### src/rtl/hsi_monitor_arbiter_pkg.sv
// Shared types and constants for the monitor-frame arbiter and its reader.
package hsi_monitor_arbiter_pkg;

  typedef enum logic [1:0] {
    ST_IDLE    = 2'd0,
    ST_GRANT   = 2'd1,
    ST_WAIT_LB = 2'd2,
    ST_GAP     = 2'd3
  } arb_state_t;

  localparam logic SRC_MSTR = 1'b0;
  localparam logic SRC_SLV  = 1'b1;

  // Header addresses the reader uses for master/slave monitor frames
  localparam logic [7:0] MON_ADDR_MSTR = 8'h0B;
  localparam logic [7:0] MON_ADDR_SLV  = 8'h09;

  // Single requester wins outright; a tie goes to whoever did not win last.
  function automatic logic pick_winner(logic m_req, logic s_req, logic last);
    if (m_req && s_req) return ~last;
    return s_req ? SRC_SLV : SRC_MSTR;
  endfunction

endpackage

### src/rtl/hsi_monitor_arbiter_if.sv
// Bus bundle between the arbiter, the two monitor FIFOs and the frame reader.
interface hsi_monitor_arbiter_if;
  logic        m_frame_rdy, s_frame_rdy;
  logic [10:0] m_usedw, s_usedw;
  logic [7:0]  m_d, s_d;
  logic        m_rdreq, s_rdreq;
  logic        m_frame_ack, s_frame_ack;
  logic        rd_rdy, rdreq, last_byte;
  logic [10:0] usedw;
  logic [7:0]  d;
  logic        last_frame_src, busy, tmo_err;
  logic        cnt_clr;
  logic [15:0] m_frames, s_frames;

  // master: the arbiter itself
  modport master (
    input  m_frame_rdy, s_frame_rdy, m_usedw, s_usedw, m_d, s_d,
    input  rdreq, last_byte, cnt_clr,
    output m_rdreq, s_rdreq, m_frame_ack, s_frame_ack, rd_rdy,
    output usedw, d, last_frame_src, busy, tmo_err, m_frames, s_frames
  );

  // slave: FIFOs, reader and status consumer
  modport slave (
    output m_frame_rdy, s_frame_rdy, m_usedw, s_usedw, m_d, s_d,
    output rdreq, last_byte, cnt_clr,
    input  m_rdreq, s_rdreq, m_frame_ack, s_frame_ack, rd_rdy,
    input  usedw, d, last_frame_src, busy, tmo_err, m_frames, s_frames
  );
endinterface

### src/rtl/hsi_sat_counter.sv
// Saturating up-counter; clear wins over a same-cycle increment.
module hsi_sat_counter #(
  parameter int         W    = 16,
  parameter logic [W-1:0] INIT = '0
) (
  input  logic         clk,
  input  logic         n_rst,
  input  logic         inc,
  input  logic         clr,
  output logic [W-1:0] q
);

  always_ff @(posedge clk or negedge n_rst) begin
    if (!n_rst)                q <= INIT;
    else if (clr)              q <= '0;
    else if (inc && ~&q)       q <= q + 1'b1;
  end

endmodule

### src/rtl/hsi_monitor_arbiter.sv
// Round-robin arbiter sharing one monitor-frame reader between master and slave FIFOs.
module hsi_monitor_arbiter
  import hsi_monitor_arbiter_pkg::*;
#(
  parameter int GAP_CYCLES = 4,
  parameter int TMO_CYCLES = 65535
) (
  input  logic                  clk,
  input  logic                  n_rst,
  hsi_monitor_arbiter_if.master bus
);

  localparam logic [15:0] TMO_LAST = 16'(TMO_CYCLES - 1);
  localparam logic [15:0] GAP_LAST = 16'((GAP_CYCLES > 0) ? GAP_CYCLES - 1 : 0);
  localparam arb_state_t  END_ST   = (GAP_CYCLES == 0) ? ST_IDLE : ST_GAP;

  arb_state_t  state_q, state_d;
  logic [15:0] wd_q, wd_d;
  logic [15:0] gap_q, gap_d;
  logic        last_grant_q, last_grant_d;
  logic        src_q, src_d;
  logic        rd_rdy_q, rd_rdy_d;
  logic        busy_q, busy_d;
  logic        m_ack_q, m_ack_d;
  logic        s_ack_q, s_ack_d;
  logic        tmo_q, tmo_d;

  always_ff @(posedge clk or negedge n_rst) begin
    if (!n_rst) begin
      state_q      <= ST_IDLE;
      wd_q         <= '0;
      gap_q        <= '0;
      last_grant_q <= SRC_SLV;
      src_q        <= SRC_MSTR;
      rd_rdy_q     <= 1'b0;
      busy_q       <= 1'b0;
      m_ack_q      <= 1'b0;
      s_ack_q      <= 1'b0;
      tmo_q        <= 1'b0;
    end else begin
      state_q      <= state_d;
      wd_q         <= wd_d;
      gap_q        <= gap_d;
      last_grant_q <= last_grant_d;
      src_q        <= src_d;
      rd_rdy_q     <= rd_rdy_d;
      busy_q       <= busy_d;
      m_ack_q      <= m_ack_d;
      s_ack_q      <= s_ack_d;
      tmo_q        <= tmo_d;
    end
  end

  always_comb begin
    state_d      = state_q;
    wd_d         = wd_q;
    gap_d        = gap_q;
    last_grant_d = last_grant_q;
    src_d        = src_q;
    rd_rdy_d     = 1'b0;
    busy_d       = busy_q;
    m_ack_d      = 1'b0;
    s_ack_d      = 1'b0;
    tmo_d        = 1'b0;
    unique case (state_q)
      ST_IDLE: begin
        if (bus.m_frame_rdy || bus.s_frame_rdy) begin
          src_d        = pick_winner(bus.m_frame_rdy, bus.s_frame_rdy, last_grant_q);
          last_grant_d = src_d;
          rd_rdy_d     = 1'b1;
          busy_d       = 1'b1;
          state_d      = ST_GRANT;
        end
      end
      ST_GRANT: begin
        wd_d    = '0;
        state_d = ST_WAIT_LB;
      end
      ST_WAIT_LB: begin
        // last_byte outranks an expiring watchdog in the same cycle
        if (bus.last_byte) begin
          m_ack_d = (src_q == SRC_MSTR);
          s_ack_d = (src_q == SRC_SLV);
          busy_d  = 1'b0;
          gap_d   = '0;
          state_d = END_ST;
        end else if (wd_q == TMO_LAST) begin
          tmo_d   = 1'b1;
          busy_d  = 1'b0;
          gap_d   = '0;
          state_d = END_ST;
        end else begin
          wd_d = wd_q + 16'd1;
        end
      end
      ST_GAP: begin
        if (gap_q == GAP_LAST) state_d = ST_IDLE;
        else                   gap_d   = gap_q + 16'd1;
      end
      default: state_d = ST_IDLE;
    endcase
  end

  assign bus.usedw          = src_q ? bus.s_usedw : bus.m_usedw;
  assign bus.d              = src_q ? bus.s_d     : bus.m_d;
  assign bus.m_rdreq        = bus.rdreq & busy_q & ~src_q;
  assign bus.s_rdreq        = bus.rdreq & busy_q &  src_q;
  assign bus.rd_rdy         = rd_rdy_q;
  assign bus.busy           = busy_q;
  assign bus.last_frame_src = src_q;
  assign bus.m_frame_ack    = m_ack_q;
  assign bus.s_frame_ack    = s_ack_q;
  assign bus.tmo_err        = tmo_q;

  // Counters step on the ack pulse so a clear during the ack wins
  hsi_sat_counter #(.W(16)) u_m_cnt (
    .clk(clk), .n_rst(n_rst), .inc(m_ack_q), .clr(bus.cnt_clr), .q(bus.m_frames)
  );

  hsi_sat_counter #(.W(16)) u_s_cnt (
    .clk(clk), .n_rst(n_rst), .inc(s_ack_q), .clr(bus.cnt_clr), .q(bus.s_frames)
  );

endmodule

### src/flat_wrapper.sv
// flat-port wrapper written by rule: the top's interface ports become plain ports
module hsi_monitor_arbiter_flat import hsi_monitor_arbiter_pkg::*;
#(
  parameter int GAP_CYCLES = 4,
  parameter int TMO_CYCLES = 65535
)
  (clk, n_rst, bus_m_frame_rdy, bus_s_frame_rdy, bus_m_usedw, bus_s_usedw, bus_m_d, bus_s_d, bus_rdreq, bus_last_byte, bus_cnt_clr, bus_m_rdreq, bus_s_rdreq, bus_m_frame_ack, bus_s_frame_ack, bus_rd_rdy, bus_usedw, bus_d, bus_last_frame_src, bus_busy, bus_tmo_err, bus_m_frames, bus_s_frames);
  hsi_monitor_arbiter_if bus_i ();
  input  logic clk;
  input  logic n_rst;
  input wire logic [$bits(bus_i.m_frame_rdy)-1:0] bus_m_frame_rdy;
  input wire logic [$bits(bus_i.s_frame_rdy)-1:0] bus_s_frame_rdy;
  input wire logic [$bits(bus_i.m_usedw)-1:0] bus_m_usedw;
  input wire logic [$bits(bus_i.s_usedw)-1:0] bus_s_usedw;
  input wire logic [$bits(bus_i.m_d)-1:0] bus_m_d;
  input wire logic [$bits(bus_i.s_d)-1:0] bus_s_d;
  input wire logic [$bits(bus_i.rdreq)-1:0] bus_rdreq;
  input wire logic [$bits(bus_i.last_byte)-1:0] bus_last_byte;
  input wire logic [$bits(bus_i.cnt_clr)-1:0] bus_cnt_clr;
  output wire logic [$bits(bus_i.m_rdreq)-1:0] bus_m_rdreq;
  output wire logic [$bits(bus_i.s_rdreq)-1:0] bus_s_rdreq;
  output wire logic [$bits(bus_i.m_frame_ack)-1:0] bus_m_frame_ack;
  output wire logic [$bits(bus_i.s_frame_ack)-1:0] bus_s_frame_ack;
  output wire logic [$bits(bus_i.rd_rdy)-1:0] bus_rd_rdy;
  output wire logic [$bits(bus_i.usedw)-1:0] bus_usedw;
  output wire logic [$bits(bus_i.d)-1:0] bus_d;
  output wire logic [$bits(bus_i.last_frame_src)-1:0] bus_last_frame_src;
  output wire logic [$bits(bus_i.busy)-1:0] bus_busy;
  output wire logic [$bits(bus_i.tmo_err)-1:0] bus_tmo_err;
  output wire logic [$bits(bus_i.m_frames)-1:0] bus_m_frames;
  output wire logic [$bits(bus_i.s_frames)-1:0] bus_s_frames;
  assign bus_i.m_frame_rdy = bus_m_frame_rdy;
  assign bus_i.s_frame_rdy = bus_s_frame_rdy;
  assign bus_i.m_usedw = bus_m_usedw;
  assign bus_i.s_usedw = bus_s_usedw;
  assign bus_i.m_d = bus_m_d;
  assign bus_i.s_d = bus_s_d;
  assign bus_i.rdreq = bus_rdreq;
  assign bus_i.last_byte = bus_last_byte;
  assign bus_i.cnt_clr = bus_cnt_clr;
  assign bus_m_rdreq = bus_i.m_rdreq;
  assign bus_s_rdreq = bus_i.s_rdreq;
  assign bus_m_frame_ack = bus_i.m_frame_ack;
  assign bus_s_frame_ack = bus_i.s_frame_ack;
  assign bus_rd_rdy = bus_i.rd_rdy;
  assign bus_usedw = bus_i.usedw;
  assign bus_d = bus_i.d;
  assign bus_last_frame_src = bus_i.last_frame_src;
  assign bus_busy = bus_i.busy;
  assign bus_tmo_err = bus_i.tmo_err;
  assign bus_m_frames = bus_i.m_frames;
  assign bus_s_frames = bus_i.s_frames;
  hsi_monitor_arbiter #(.GAP_CYCLES(GAP_CYCLES), .TMO_CYCLES(TMO_CYCLES)) u_core (.clk(clk), .n_rst(n_rst), .bus(bus_i));
endmodule
### config.mk
export PLATFORM = sky130hd
export DESIGN_NAME = hsi_monitor_arbiter_flat
export DESIGN_NICKNAME = d
export VERILOG_FILES = /design/src/rtl/hsi_monitor_arbiter_pkg.sv /design/src/rtl/hsi_monitor_arbiter_if.sv /design/src/rtl/hsi_sat_counter.sv /design/src/rtl/hsi_monitor_arbiter.sv /design/src/flat_wrapper.sv
export SDC_FILE = /design/constraint.sdc
export NUM_CORES = 1
export LEC_CHECK = 0
export ABC_AREA = 1
export BUFFER_PORTS_ARGS = -buffer_cell sky130_fd_sc_hd__buf_2
export CORE_ASPECT_RATIO = 1.75
export CORE_MARGIN = 5
export CORE_UTILIZATION = 59
export DETAILED_ROUTE_END_ITERATION = 12
export GPL_TIMING_DRIVEN = 0
export PLACE_DENSITY = 0.91
export SETUP_SLACK_MARGIN = 0.5
export SYNTH_ARGS = -nofsm -noshare
export SYNTH_HDL_FRONTEND = slang
export SYNTH_SLANG_ARGS = --single-unit
### constraint.sdc
create_clock -name clk -period 4.7 [get_ports clk]
set_input_delay 0.235 -clock clk [delete_from_list [all_inputs] [get_ports clk]]
set_output_delay 0.235 -clock clk [all_outputs]
set_load 0.05 [all_outputs]
## After elaboration in Yosys (flattened, before gate mapping)

Cells that the tools add are included.

- Output and inout bits: 59
- Word-level logic and storage cells: 88
- Flip-flop bits (word level): 73
- Input port bits: 45

- Reductions and logical operators: 19
- Mux-type cells: 37
- Bitwise gates (word level): 5
- $add $sub $neg: 4
- Equality and inequality tests: 11

Operator list:

| kind | number |
|---|---|
| 16-bit two-way mux | 9 |
| 16-bit by 1-bit adder with 16-bit output (second input constant) | 4 |
| 16-bit case mux with 2 select lines | 2 |
| 16-bit AND reduction | 2 |
| 1-bit two-way mux | 18 |
| 16-bit equality test (second input constant) | 1 |
| 16-bit by 2-bit equality test with 1-bit output (second input constant) | 1 |
| 3-bit AND reduction | 4 |
| 11-bit two-way mux | 1 |
| 2-bit nonzero test | 5 |
| 2-bit two-way mux | 4 |
| 8-bit two-way mux | 1 |
| 2-bit case mux with 4 select lines | 1 |
| 2-bit inequality test (second input constant) | 3 |
| 2-bit equality test (second input constant) | 2 |
| 2-bit by 1-bit inequality test with 1-bit output (second input constant) | 2 |
| 1-bit bitwise AND | 3 |
| 1-bit logical AND | 3 |
| 3-bit by 2-bit inequality test with 1-bit output (second input constant) | 1 |
| 2-bit by 1-bit equality test with 1-bit output (second input constant) | 1 |
| 1-bit zero test | 2 |
| 2-bit zero test | 1 |
| 1-bit inverter | 2 |
| 1-bit case mux with 2 select lines | 1 |
| other kinds (2) | 2 |

## Logic depth before layout (Yosys ltp)

- Depth after elaboration: 5
- Gate-level depth with buffers: 12
- Depth with buffers taken out: 11

## By module

Synthesis repeated with hierarchy kept, for this count alone.

- Cell total of the unflattened synthesis: 731
- Area total of the unflattened synthesis: 4877.2 µm²

By module, submodules not included:

| module | area each (µm²) | sequential area each (µm²) | instances | cells each |
|---|---|---|---|---|
| hsi_monitor_arbiter | 2862.7 | 1027.2 | 1 | 439 |
| hsi_sat_counter | 1007.2 | 400.4 | 2 | 146 |

## Worst setup path before layout

OpenSTA, ideal clock, no wires.

- Kind: register to output
- Start: register u_core.src_q (netlist: u_core.bus.last_frame_src)
- End: output port bus_s_rdreq
- Data arrival time: 1.916 ns
- Stages on the path, launching flop included: 3
- Required time: 4.465 ns
- Path slack: 2.549 ns
- Cell sequence: dfrtp_1 inv_1 nor3_1

- Longest elaborated chain between the ends: 1

RTL lines:

| element | RTL line | text |
|---|---|---|
| start: declaration | hsi_monitor_arbiter.sv:21 | `logic src_q, src_d;` |
| start signal: assignment | hsi_monitor_arbiter.sv:45 | `src_q <= src_d;` |
| 1-bit bitwise AND | hsi_monitor_arbiter.sv:107 | `assign bus.s_rdreq = bus.rdreq & busy_q & src_q;` |
| end: declaration | flat_wrapper.sv:21 | `output wire logic [$bits(bus_i.s_rdreq)-1:0] bus_s_rdreq;` |

Every way passes these cells.

## Worst setup path in the final report

- Start: register u_core.src_q (netlist: u_core.bus.last_frame_src)
- End: output port bus_usedw[8]

- Longest elaborated chain between the ends: 1

RTL lines:

| element | RTL line | text |
|---|---|---|
| 11-bit two-way mux | hsi_monitor_arbiter.sv:104 | `assign bus.usedw = src_q ? bus.s_usedw : bus.m_usedw;` |
| end: declaration | flat_wrapper.sv:25 | `output wire logic [$bits(bus_i.usedw)-1:0] bus_usedw;` |

Every way passes these cells.

==> impl_metrics.csv <==
group,metric,value,unit
outcome,status,"completed",
finish,syn_to_final_growth,20.2,%
global_route,grt_pass1_wl,21800,um
global_route,antenna_found_initial,0,
floorplanning,die_height,130,um
timing,whs,0.188,ns
power_and_ir_drop,leakagePower,3.06,nW
floorplanning,io_pins,104,
power_and_ir_drop,power-per-cell-area,428,nW/um^2
floorplanning,num_rows,43,
power_and_ir_drop,combPwrFrac,42.7,%
flow_run,drv_cap,0,
detailed_routing,final_antenna_net_count,0,
synthesis,yosysTopAreaCellShare,37.2,%
clock_tree,cts_tree,"built",
synthesis,synth-edff-count,0,
detailed_routing,num_vias,5229,
floorplanning,initial_core_util,60.9,%
timing,maxSlewViolCount,0,
power_and_ir_drop,intPower,1.40,mW
finish,drive_above_1_share,16.5,%
synthesis,ys.flop_type,"dfrtp_1",
floorplanning,coreArea,7960,um^2
detailed_routing,drcViolationCount,0,
timing,setup_viol,0,
global_route,grt_max_degree,74,
worst_setup_path,arrival,1.71,ns
synthesis,synth_top_area_cell,"dfrtp_1",
detailed_routing,viasPerCell,5.46,
worst_setup_path,cp.buffers_inverters,3,
power_and_ir_drop,peakVddDrop,0.382,mV
finish,postLayoutCoreUtil,73.1,%
worst_setup_path,start_kind,"flip-flop",
placed_design,port_buffers,103,
synthesis,synthCells,746,
detailed_routing,drtIter0Drc,388,
power_and_ir_drop,p_switching,1.10,mW
timing,rsz0062_at_grt,"false",
timing,min_period_over_period,41.3,%
timing,max_freq,0.515,GHz
synthesis,synth.most_common_cell,"nand2_1",
worst_setup_path,r2r_end,"u_core.wd_q[15]",
synthesis,async_flop_share,100,%
worst_setup_path,cp_num_cells,5,
finish,nNetsFinal,917,
clock_tree,cts_resized,0,
timing,relSlewSlack,60.3,%
clock_tree,clkSinkCount,73,
synthesis,synth.cell_area,4850,um^2
worst_setup_path,reg2regPathDepth,10,
global_route,overflow,0,
clock_tree,ctsHoldBuffers,1,
placed_design,routabilityCongestion,0.932,
timing,clock_skew,0.00359,ns
detailed_routing,firstDrtPassIters,6,
worst_setup_path,crit_path_end_kind,"primary output",
worst_setup_path,crit_type,"reg2out",
global_route,gr-usage-all-layers,26.5,%
worst_setup_path,cpMostUsedCell,"nand2_1",
worst_setup_path,r2r-start,"u_core.state_q[0]",
placed_design,hpwl,10000,um
clock_tree,cts_htree_levels,3,
timing,hold_violations,0,
worst_setup_path,rrSetupSlack,2.81,ns
timing,fin_crit,1.94,ns
min_path,min_path_type,"in2reg",
clock_tree,clockBufferDepth,2,
finish,diodes,0,
floorplanning,die_w,78.5,um
timing,tightest_slew,0.595,ns
synthesis,synth_area_leaders,"dfrtp_1, nand2_1, nor2_1, nand3_1, inv_1",
synthesis,syn_nets,801,
synthesis,synth_common_cells,"nand2_1, nor2_1, dfrtp_1",
worst_setup_path,cp_max_fo,10,
synthesis,syn_avg_cell_area,6.50,um^2
power_and_ir_drop,power.share.clock,28.0,%
min_path,holdPathEnd,"u_core.last_grant_q",
worst_setup_path,path_cells,"inv_1 > clkbuf_1 > nand2_1 > nand2_1 > buf_2",
global_route,grt_pass1_vias,5136,
min_path,hold_depth,3,
clock_tree,postCtsSetupBuffers,0,
synthesis,seq_area_frac_synth,37.7,%
timing,fin_tns_setup,0,ns
detailed_routing,routedWlPerCell,13.7,um
power_and_ir_drop,power.share.sequential,29.2,%
worst_setup_path,crit_required,4.47,ns
clock_tree,worstSkewPairLatency,0.33,ns
worst_setup_path,crit_family,"buffers and inverters",
synthesis,yosysWarnings,0,
clock_tree,clkSlewWorstSetupHoldPaths,0.05,ns
min_path,worstHoldStart,"bus_s_frame_rdy",
power_and_ir_drop,swShare,44.1,%
synthesis,synth-seq-cells,73,
clock_tree,cts_root_buf,"clkbuf_16",
floorplanning,die-area,10200,um^2
worst_setup_path,critical-path-slowest-cell,"dfrtp_1",
worst_setup_path,slowest_delay,0.42,ns
detailed_routing,totalWireLength,13100,um
clock_tree,cts_buffers,9,
synthesis,synth_cell_type_count,32,
[registers in the layout (all words and copies together) (netlist names), 2 cells and up]
name / flops
u_core.gap_q: 16
u_core.state_q: 2
u_core.u_m_cnt.q: 16
u_core.u_s_cnt.q: 16
u_core.wd_q: 16
[final cells by class]
class,instances,area (um^2)
Fill cell,612,2140
Tap cell,90,113
Multi-Input combinational cell,593,2690
Timing Repair Buffer,105,556
Sequential cell,73,1830
Inverter,64,240
Buffer,16,88.8
Clock buffer,14,274
Clock inverter,2,35.0
[placed cells by master (no fill, tap or decap), types with 2 or more instances in the layout]
cell,count
nand2_1,311
nor2_1,109
buf_2,103
dfrtp_1,72
inv_1,62
nand3_1,54
o21ai_0,22
nand4_1,16
xor2_1,16
o21ai_1,11
ha_1,10
clkbuf_1,9
a21oi_1,9
clkbuf_16,9
nor3_1,8
o21bai_1,7
nor2_2,5
buf_4,4
nand2_2,3
nor2_4,3
clkbuf_8,3
buf_1,2
inv_2,2
buf_6,2
a31oi_1,2
[stage by stage]
stage                     worst slack [ns]  area (um^2)  instances  power [mW]
after floorplan                       2.55         4850        746        1.53
after global placement                2.88         5470        939        1.78
after detailed placement              2.81         5500        940        1.81
after CTS                             2.76         5820        957        2.51
after global routing                  2.55         5820        957        2.63
final                                 2.76         5820        957        2.49
[how the worst max path moves through the flow]
stage / start / end / slack (ns)
after global routing: u_core.u_s_cnt.q[0] / u_core.u_s_cnt.q[4] / 2.55
after CTS: u_core.bus.last_frame_src / bus_usedw[8] / 2.76
after detailed placement: u_core.state_q[0] / u_core.wd_q[2] / 2.81
final: u_core.bus.last_frame_src / bus_usedw[8] / 2.76
after global placement: u_core.u_s_cnt.q[0] / u_core.u_s_cnt.q[9] / 2.88
after floorplan: u_core.bus.last_frame_src / bus_s_rdreq / 2.55
[tightest hold or removal path: cells and delay by family]
kind	cells	cell delay [ns]
and+or+nand+nor	2	0.17
buffers and inverters	1	0.12
[power groups by stage]
stage / clock network [mW] / logic (mW) / registers (mW)
after global placement: 0 / 1.04 / 0.735
final: 0.700 / 1.07 / 0.730
after CTS: 0.708 / 1.07 / 0.727
after detailed placement: 0 / 1.07 / 0.738
after floorplan: 0 / 0.730 / 0.796
after global routing: 0.737 / 1.16 / 0.735
[cells by family after synthesis]
kind of cell	count (synthesis)	synth area share (%)
AND/OR/NAND/NOR	515	44.2
buffers and inverters	80	6.79
flip-flops	73	37.7
AO/OA/AOI/OAI	52	5.84
XOR/XNOR	16	2.89
adder cells (fa/ha/maj)	10	2.58
[routing by layer]
metal | wire length [um] | vias to the layer above | track usage, %
met4 | 617 | 0 | 15.9
met1 | 4580 | 2363 | 25.8
met5 | 0 | - | 0
met3 | 715 | 73 | 4.63
met2 | 7200 | 212 | 51.0
li1 | - | 2581 | -
Power figures use the tool's default switching activity.
